--- config.mk ---
export PLATFORM = sky130hd
export DESIGN_NAME = mmio_button_ctrl_flat
export DESIGN_NICKNAME = d
export VERILOG_FILES = /design/src/rtl/mmio_button_ctrl_if.sv /design/src/rtl/mmio_button_ctrl.sv /design/src/flat_wrapper.sv
export SDC_FILE = /design/constraint.sdc
export NUM_CORES = 1
export LEC_CHECK = 0
export BUFFER_PORTS_ARGS = -buffer_cell sky130_fd_sc_hd__buf_2
export CAP_MARGIN = 10
export CORE_UTILIZATION = 59
export DETAILED_ROUTE_END_ITERATION = 16
export PLACE_DENSITY_LB_ADDON = 0.25
export SYNTH_ARGS = -nofsm -noshare
export SYNTH_HDL_FRONTEND = slang
export SYNTH_SLANG_ARGS = --single-unit
--- constraint.sdc ---
create_clock -name clock -period 5.3 [get_ports clock]
set_input_delay 0.265 -clock clock [delete_from_list [all_inputs] [get_ports clock]]
set_output_delay 0.265 -clock clock [all_outputs]
set_load 0.05 [all_outputs]
--- src/rtl/mmio_button_ctrl_if.sv ---
// Processor data-port bundle for the button peripheral.
//   addr     processor word address
//   wren     processor write enable
//   data_in  processor store data
//   dmem_q   data-RAM read data, valid one cycle after addr
//   q_out    steered read data back to the processor
// The master side also drives dmem_q: the SoC fabric that owns the processor
// port owns the RAM read data wiring as well.
interface mmio_button_ctrl_if #(
    parameter int unsigned ADDR_W = 12
);
    logic [ADDR_W-1:0] addr;
    logic              wren;
    logic [31:0]       data_in;
    logic [31:0]       dmem_q;
    logic [31:0]       q_out;

    modport master (
        output addr,
        output wren,
        output data_in,
        output dmem_q,
        input  q_out
    );

    modport slave (
        input  addr,
        input  wren,
        input  data_in,
        input  dmem_q,
        output q_out
    );
endinterface

--- src/rtl/mmio_button_ctrl.sv ---
// Memory-mapped pushbutton peripheral.
// Synchronises and debounces N_BTN raw buttons and exposes four word registers
// at BASE_ADDR: CODE (RO), STATE (RO), EVENT (W1C sticky presses), IRQ_EN (RW).
// Window hits return register data one cycle after the address, matching the
// synchronous data RAM; every other address returns dmem_q unchanged.
// Ports:
//   clock    system clock, all state on posedge
//   reset    asynchronous active-low reset
//   btn_raw  raw asynchronous button levels, 1 = pressed
//   irq      level interrupt, |(EVENT & IRQ_EN)
//   bus      processor data port (addr, wren, data_in, dmem_q in; q_out out)
module mmio_button_ctrl #(
    parameter int unsigned N_BTN           = 4,
    parameter int unsigned DEBOUNCE_CYCLES = 290000,
    parameter int unsigned ADDR_W          = 12,
    parameter int unsigned BASE_ADDR       = 0
) (
    input  logic               clock,
    input  logic               reset,
    input  logic [N_BTN-1:0]   btn_raw,
    output logic               irq,
    mmio_button_ctrl_if.slave  bus
);

    localparam int unsigned CNT_W  = $clog2(DEBOUNCE_CYCLES + 1);
    localparam int unsigned CODE_W = $clog2(N_BTN + 1);
    localparam logic [CNT_W-1:0]  CNT_LAST = CNT_W'(DEBOUNCE_CYCLES - 1);
    localparam logic [ADDR_W-1:0] BASE     = ADDR_W'(BASE_ADDR);

    // Input path state
    logic [N_BTN-1:0]            sync1_q, sync2_q;
    logic [N_BTN-1:0]            stable_q, stable_d;
    logic [N_BTN-1:0]            stable_prev_q;
    logic [N_BTN-1:0][CNT_W-1:0] cnt_q, cnt_d;

    // Register file state
    logic [N_BTN-1:0] event_q, event_d;
    logic [N_BTN-1:0] irq_en_q, irq_en_d;
    logic             sel_q;
    logic [31:0]      rdata_q, rdata_d;

    logic             hit;
    logic [1:0]       off;
    logic [N_BTN-1:0] rise;
    logic [N_BTN-1:0] event_clr;
    logic [CODE_W-1:0] code;

    assign hit = (bus.addr[ADDR_W-1:2] == BASE[ADDR_W-1:2]);
    assign off = bus.addr[1:0];

    // Store bits above the button count have no destination.
    logic unused_data_in;
    assign unused_data_in = ^bus.data_in[31:N_BTN];

    // Debounce: a differing synchronised level must persist for
    // DEBOUNCE_CYCLES consecutive cycles; any return to the stable level
    // restarts the count.
    always_comb begin
        stable_d = stable_q;
        cnt_d    = '0;
        for (int i = 0; i < N_BTN; i++) begin
            if (sync2_q[i] != stable_q[i]) begin
                if (cnt_q[i] == CNT_LAST) begin
                    stable_d[i] = sync2_q[i];
                end else begin
                    cnt_d[i] = cnt_q[i] + CNT_W'(1);
                end
            end
        end
    end

    assign rise = stable_q & ~stable_prev_q;

    // Lowest-index pressed button wins; scanning downward lets it overwrite.
    always_comb begin
        code = '0;
        for (int i = N_BTN - 1; i >= 0; i--) begin
            if (stable_q[i]) begin
                code = CODE_W'(i + 1);
            end
        end
    end

    always_comb begin
        event_clr = '0;
        irq_en_d  = irq_en_q;
        if (bus.wren && hit) begin
            if (off == 2'd2) begin
                event_clr = bus.data_in[N_BTN-1:0];
            end
            if (off == 2'd3) begin
                irq_en_d = bus.data_in[N_BTN-1:0];
            end
        end
        // A rise in the same cycle as a clear keeps the flag set.
        event_d = (event_q & ~event_clr) | rise;
    end

    // Read data captured from the current (pre-write) register values.
    always_comb begin
        rdata_d = '0;
        case (off)
            2'd0:    rdata_d = 32'(code);
            2'd1:    rdata_d = 32'(stable_q);
            2'd2:    rdata_d = 32'(event_q);
            default: rdata_d = 32'(irq_en_q);
        endcase
    end

    always_ff @(posedge clock or negedge reset) begin
        if (!reset) begin
            sync1_q       <= '0;
            sync2_q       <= '0;
            stable_q      <= '0;
            stable_prev_q <= '0;
            cnt_q         <= '0;
            event_q       <= '0;
            irq_en_q      <= '0;
            sel_q         <= 1'b0;
            rdata_q       <= '0;
        end else begin
            sync1_q       <= btn_raw;
            sync2_q       <= sync1_q;
            stable_q      <= stable_d;
            stable_prev_q <= stable_q;
            cnt_q         <= cnt_d;
            event_q       <= event_d;
            irq_en_q      <= irq_en_d;
            sel_q         <= hit;
            rdata_q       <= rdata_d;
        end
    end

    // RAM path is a pure mux so it adds no latency beyond the RAM's own.
    assign bus.q_out = sel_q ? rdata_q : bus.dmem_q;
    assign irq       = |(event_q & irq_en_q);

endmodule
--- src/flat_wrapper.sv ---
// flat-port wrapper written by rule: the top's interface ports become plain ports
module mmio_button_ctrl_flat 
#(
    parameter int unsigned N_BTN           = 4,
    parameter int unsigned DEBOUNCE_CYCLES = 290000,
    parameter int unsigned ADDR_W          = 12,
    parameter int unsigned BASE_ADDR       = 0
)
  (clock, reset, btn_raw, irq, bus_addr, bus_wren, bus_data_in, bus_dmem_q, bus_q_out);
  mmio_button_ctrl_if #(.ADDR_W(ADDR_W)) bus_i ();
  input  logic clock;
  input  logic reset;
  input  logic [N_BTN-1:0] btn_raw;
  output logic irq;
  input wire logic [$bits(bus_i.addr)-1:0] bus_addr;
  input wire logic [$bits(bus_i.wren)-1:0] bus_wren;
  input wire logic [$bits(bus_i.data_in)-1:0] bus_data_in;
  input wire logic [$bits(bus_i.dmem_q)-1:0] bus_dmem_q;
  output wire logic [$bits(bus_i.q_out)-1:0] bus_q_out;
  assign bus_i.addr = bus_addr;
  assign bus_i.wren = bus_wren;
  assign bus_i.data_in = bus_data_in;
  assign bus_i.dmem_q = bus_dmem_q;
  assign bus_q_out = bus_i.q_out;
  mmio_button_ctrl #(.N_BTN(N_BTN), .DEBOUNCE_CYCLES(DEBOUNCE_CYCLES), .ADDR_W(ADDR_W), .BASE_ADDR(BASE_ADDR)) u_core (.clock(clock), .reset(reset), .btn_raw(btn_raw), .irq(irq), .bus(bus_i));
endmodule
==> flow_summary.yaml <==
timing:
  report.final.setup_viol: 0
  max_freq_mhz: 452
  finalMaxSlewViolations: 0
  period_needed_ps: 2210
  max_slew.worst_pin.slew_ps: 885
  final.setup_skew_ps: 12.0
  hold_viol_final: 0
  rsz0062_at_grt: "false"
  post-route-period-util_pct: 41.8
  holdWs_ps: 21.7
  totalNegativeSetupSlack_ps: 0
  worst_slew_margin_rel_pct: 41.0
layout:
  multi_input_area_um2: 2470
  layout-area-overhead-vs-synth_pct: 15.3
  fill_cell_instance_count_of_the_final_layout: 635
  fin_nets: 705
  seqCellArea_um2: 2630
  drive_gt1_share_pct: 20.9
  final_area_um2: 6030
logic_synthesis:
  async_reset_ff_share_pct: 100
  ys_seq_area_share_pct: 50.3
  synth.avg_cell_area_um2: 9.92
  synth_top_cells_by_count: "dfrtp_1 (105), nor2_1 (85), xnor2_1 (39)"
  synth_top_area_share_pct: 50.3
  synth_enable_flop_cells: 0
  synth_top_cell_by_area: "dfrtp_1"
  synth_warnings: 0
  synth.cell_area_um2: 5230
  post_synth_inst_count: 527
  postSynthRegisterBits: 105
  synth_top_flop_cell: "dfrtp_1"
  netlist-cell-type-count: 45
  synth_area_leaders: "dfrtp_1 (50%), xnor2_1 (6.5%), nor2_1 (6.1%), xor2_1 (3.9%), nand4_1 (3.6%)"
  post-synth-top-count-cell: "dfrtp_1"
  syn_nets: 614
placed_design:
  dp_hpwl_mm: 7.60
  gp_congestion: 0.875
  io_buffers: 87
  postPlaceCellArea_um2: 5740
floorplan:
  floorplan.core_area_um2: 8380
  io-pin-count: 116
  start_util_pct: 62.4
  die_w_um: 96.1
  floorplan.die_area_um2: 9240
  chipHeight_um: 96.1
  floorplan.rows: 33
cts:
  ctsLongestPathBuffers: 2
  cts_sinks: 105
  count_of_hold_buffers_inserted_by_post_cts_repair: 2
  worst_skew_pair.late_latency_ps: 360
  cts-buffers-inserted: 9
  cts_tree: "yes"
  cts.repair_timing.setup_buffer_count: 0
  clockRootBuffer: "clkbuf_8"
  postCtsResizedCells: 0
  htree_num_levels: 3
  path_clk_slew_ps: 100
grt:
  first_global_vias: 3917
  antenna_violations_before_repair: 1
  global_route.usage.total_pct: 25.3
  grt_pass1_wl_mm: 17.9
  grt_start_max_net_pins: 63
  grt.overflow.total: 0
worst_hold_path:
  worst_hold_path.num_cells: 1
  hold-path-endpoint: "u_core.sync1_q[1]"
  min_delay_worst_type: "input pin to register"
  timing.hold.worst.start: "btn_raw[1]"
detailed_routing:
  vias: 4166
  vias_per_cell: 5.71
  routed_wl_mm: 10.7
  drc_errors: 0
  detail_route.wl_per_cell_um: 14.6
  ant_nets: 0
  firstDrtPassIters: 5
  drt-initial-drc-count: 176
setup_path:
  critical_path.reg2reg.endpoint: "u_core.cnt_q[46]"
  r2r-start: "u_core.cnt_q[38]"
  worstPathBufferInverterCount: 0
  worst_setup_path_start_kind: "register"
  end_kind: "register"
  cp.required_ps: 5500
  critPathKind: "register to register"
  worst_ep_arrival_time_ps: 2420
  setup.reg_to_reg.worst_slack_ps: 3090
  critical_path_slowest_stage_cell: "o31ai_4"
  cp_top_family: "simple AND/OR/NAND/NOR gates"
  list_of_cells_traversed_by_the_critical_path: "ha_1 -> nand3_4 -> or4_4 -> o31ai_4 -> nor2_1"
  cp_slowest_stage_delay_ps: 620
  worstRegToRegCells: 5
  crit_path_max_fanout: 18
pwr:
  power.ir.vdd_worst_uv: 161
  clockPowerShare_pct: 36.7
  fraction_of_power_consumed_by_sequential_logic_pct: 54.2
  power_frac_comb_pct: 9.2
  power_switching_uw: 381
  power.switching_fraction_pct: 25.0
  power_uw: 1520
  p_int_uw: 1140
  power.density_nw_per_um2: 253
  cellLeakagePower_uw: 0.00261
run_status:
  result_of_the_run: "complete, no violations"
flow_run:
  max-cap-violations: 0
[worst reg2reg max path, stage by stage (launching register included)]
cell,delay (ps)
dfrtp_1,440
ha_1,250
nand3_4,140
or4_4,470
o31ai_4,620
nor2_1,140
[layout by cell type, fill, tap and decap left out, types with 3 or more instances in the layout]
cell,instances
o21ai_0,14
nor2b_1,29
nor2_1,85
ha_1,4
mux2_2,13
nor3_1,18
xor2_1,23
a21oi_1,9
dfrtp_1,105
nand2_1,23
dlygate4sd3_1,4
nor4b_1,3
nand3_1,33
a31o_2,3
or4_1,3
clkbuf_8,10
inv_1,17
and3_1,8
xnor2_1,39
nand4_1,30
and4_1,5
buf_2,86
nor4_1,24
[routing by layer]
| metal | vias to the layer above | global-route usage [%] | routed length [um] |
|---|---|---|---|
| li1 | 2041 | - | - |
| met1 | 1991 | 31.8 | 4480 |
| met2 | 121 | 44.8 | 5430 |
| met3 | 13 | 4.66 | 652 |
| met4 | 0 | 6.72 | 102 |
| met5 | - | 0 | 0 |
[sequential cells by signal, summed over array words and instances, names as in the netlist]
| signal | flops |
|---|---|
| u_core.cnt_q | 76 |
| u_core.event_q | 4 |
| u_core.irq_en_q | 4 |
| u_core.rdata_q | 4 |
| u_core.sel_q | 1 |
| u_core.stable_prev_q | 4 |
| u_core.stable_q | 4 |
| u_core.sync1_q | 4 |
| u_core.sync2_q | 4 |
[cells by family after synthesis]
logic type / count (synthesis) / share of synthesized area [%]
mux: 14 / 2.99
buf+inv: 30 / 2.47
simple gates: 273 / 27.7
flops: 105 / 50.3
fa+ha+maj: 4 / 0.958
xor+xnor: 62 / 10.4
compound gates: 39 / 5.27
[area by class of cell]
type                            count  area share (%)
Clock inverter                      6            1.62
Multi-Input combinational cell    392            41.0
Antenna cell                        1          0.0415
Tap cell                          105            2.18
Timing Repair Buffer               93            8.24
Inverter                           17            1.06
Sequential cell                   105            43.6
Clock buffer                       10            2.28
[through the flow]
stage / worst slack, ps / utilization (%) / cells
after floorplan: 3470 / - / 527
after global placement: 3020 / 68.5 / 707
after detailed placement: 2920 / 68.5 / 707
after CTS: 2890 / 71.5 / 725
after global routing: 2910 / 71.9 / 728
final: 3090 / 71.9 / 729
[power by group through the flow]
stage               Sequential [uW]  Clock (uW)  Combinational, uW
floorplan                       838           0               86.5
global placement                840           0                138
detailed placement              841           0                139
CTS                             825         569                140
global route                    828         604                156
finish                          826         559                140
[worst max path at each step]
stage / from / end / slack, ps / depth (start not counted)
after floorplan: u_core.cnt_q[19] / u_core.cnt_q[28] / 3470 / 6
after global placement: u_core.cnt_q[19] / u_core.cnt_q[27] / 3020 / 5
after detailed placement: u_core.cnt_q[19] / u_core.cnt_q[26] / 2920 / 5
after CTS: u_core.cnt_q[19] / u_core.cnt_q[26] / 2890 / 5
after global routing: u_core.cnt_q[38] / u_core.cnt_q[46] / 2910 / 5
final: u_core.cnt_q[38] / u_core.cnt_q[46] / 3090 / 5
Power figures use the tool's default switching activity.
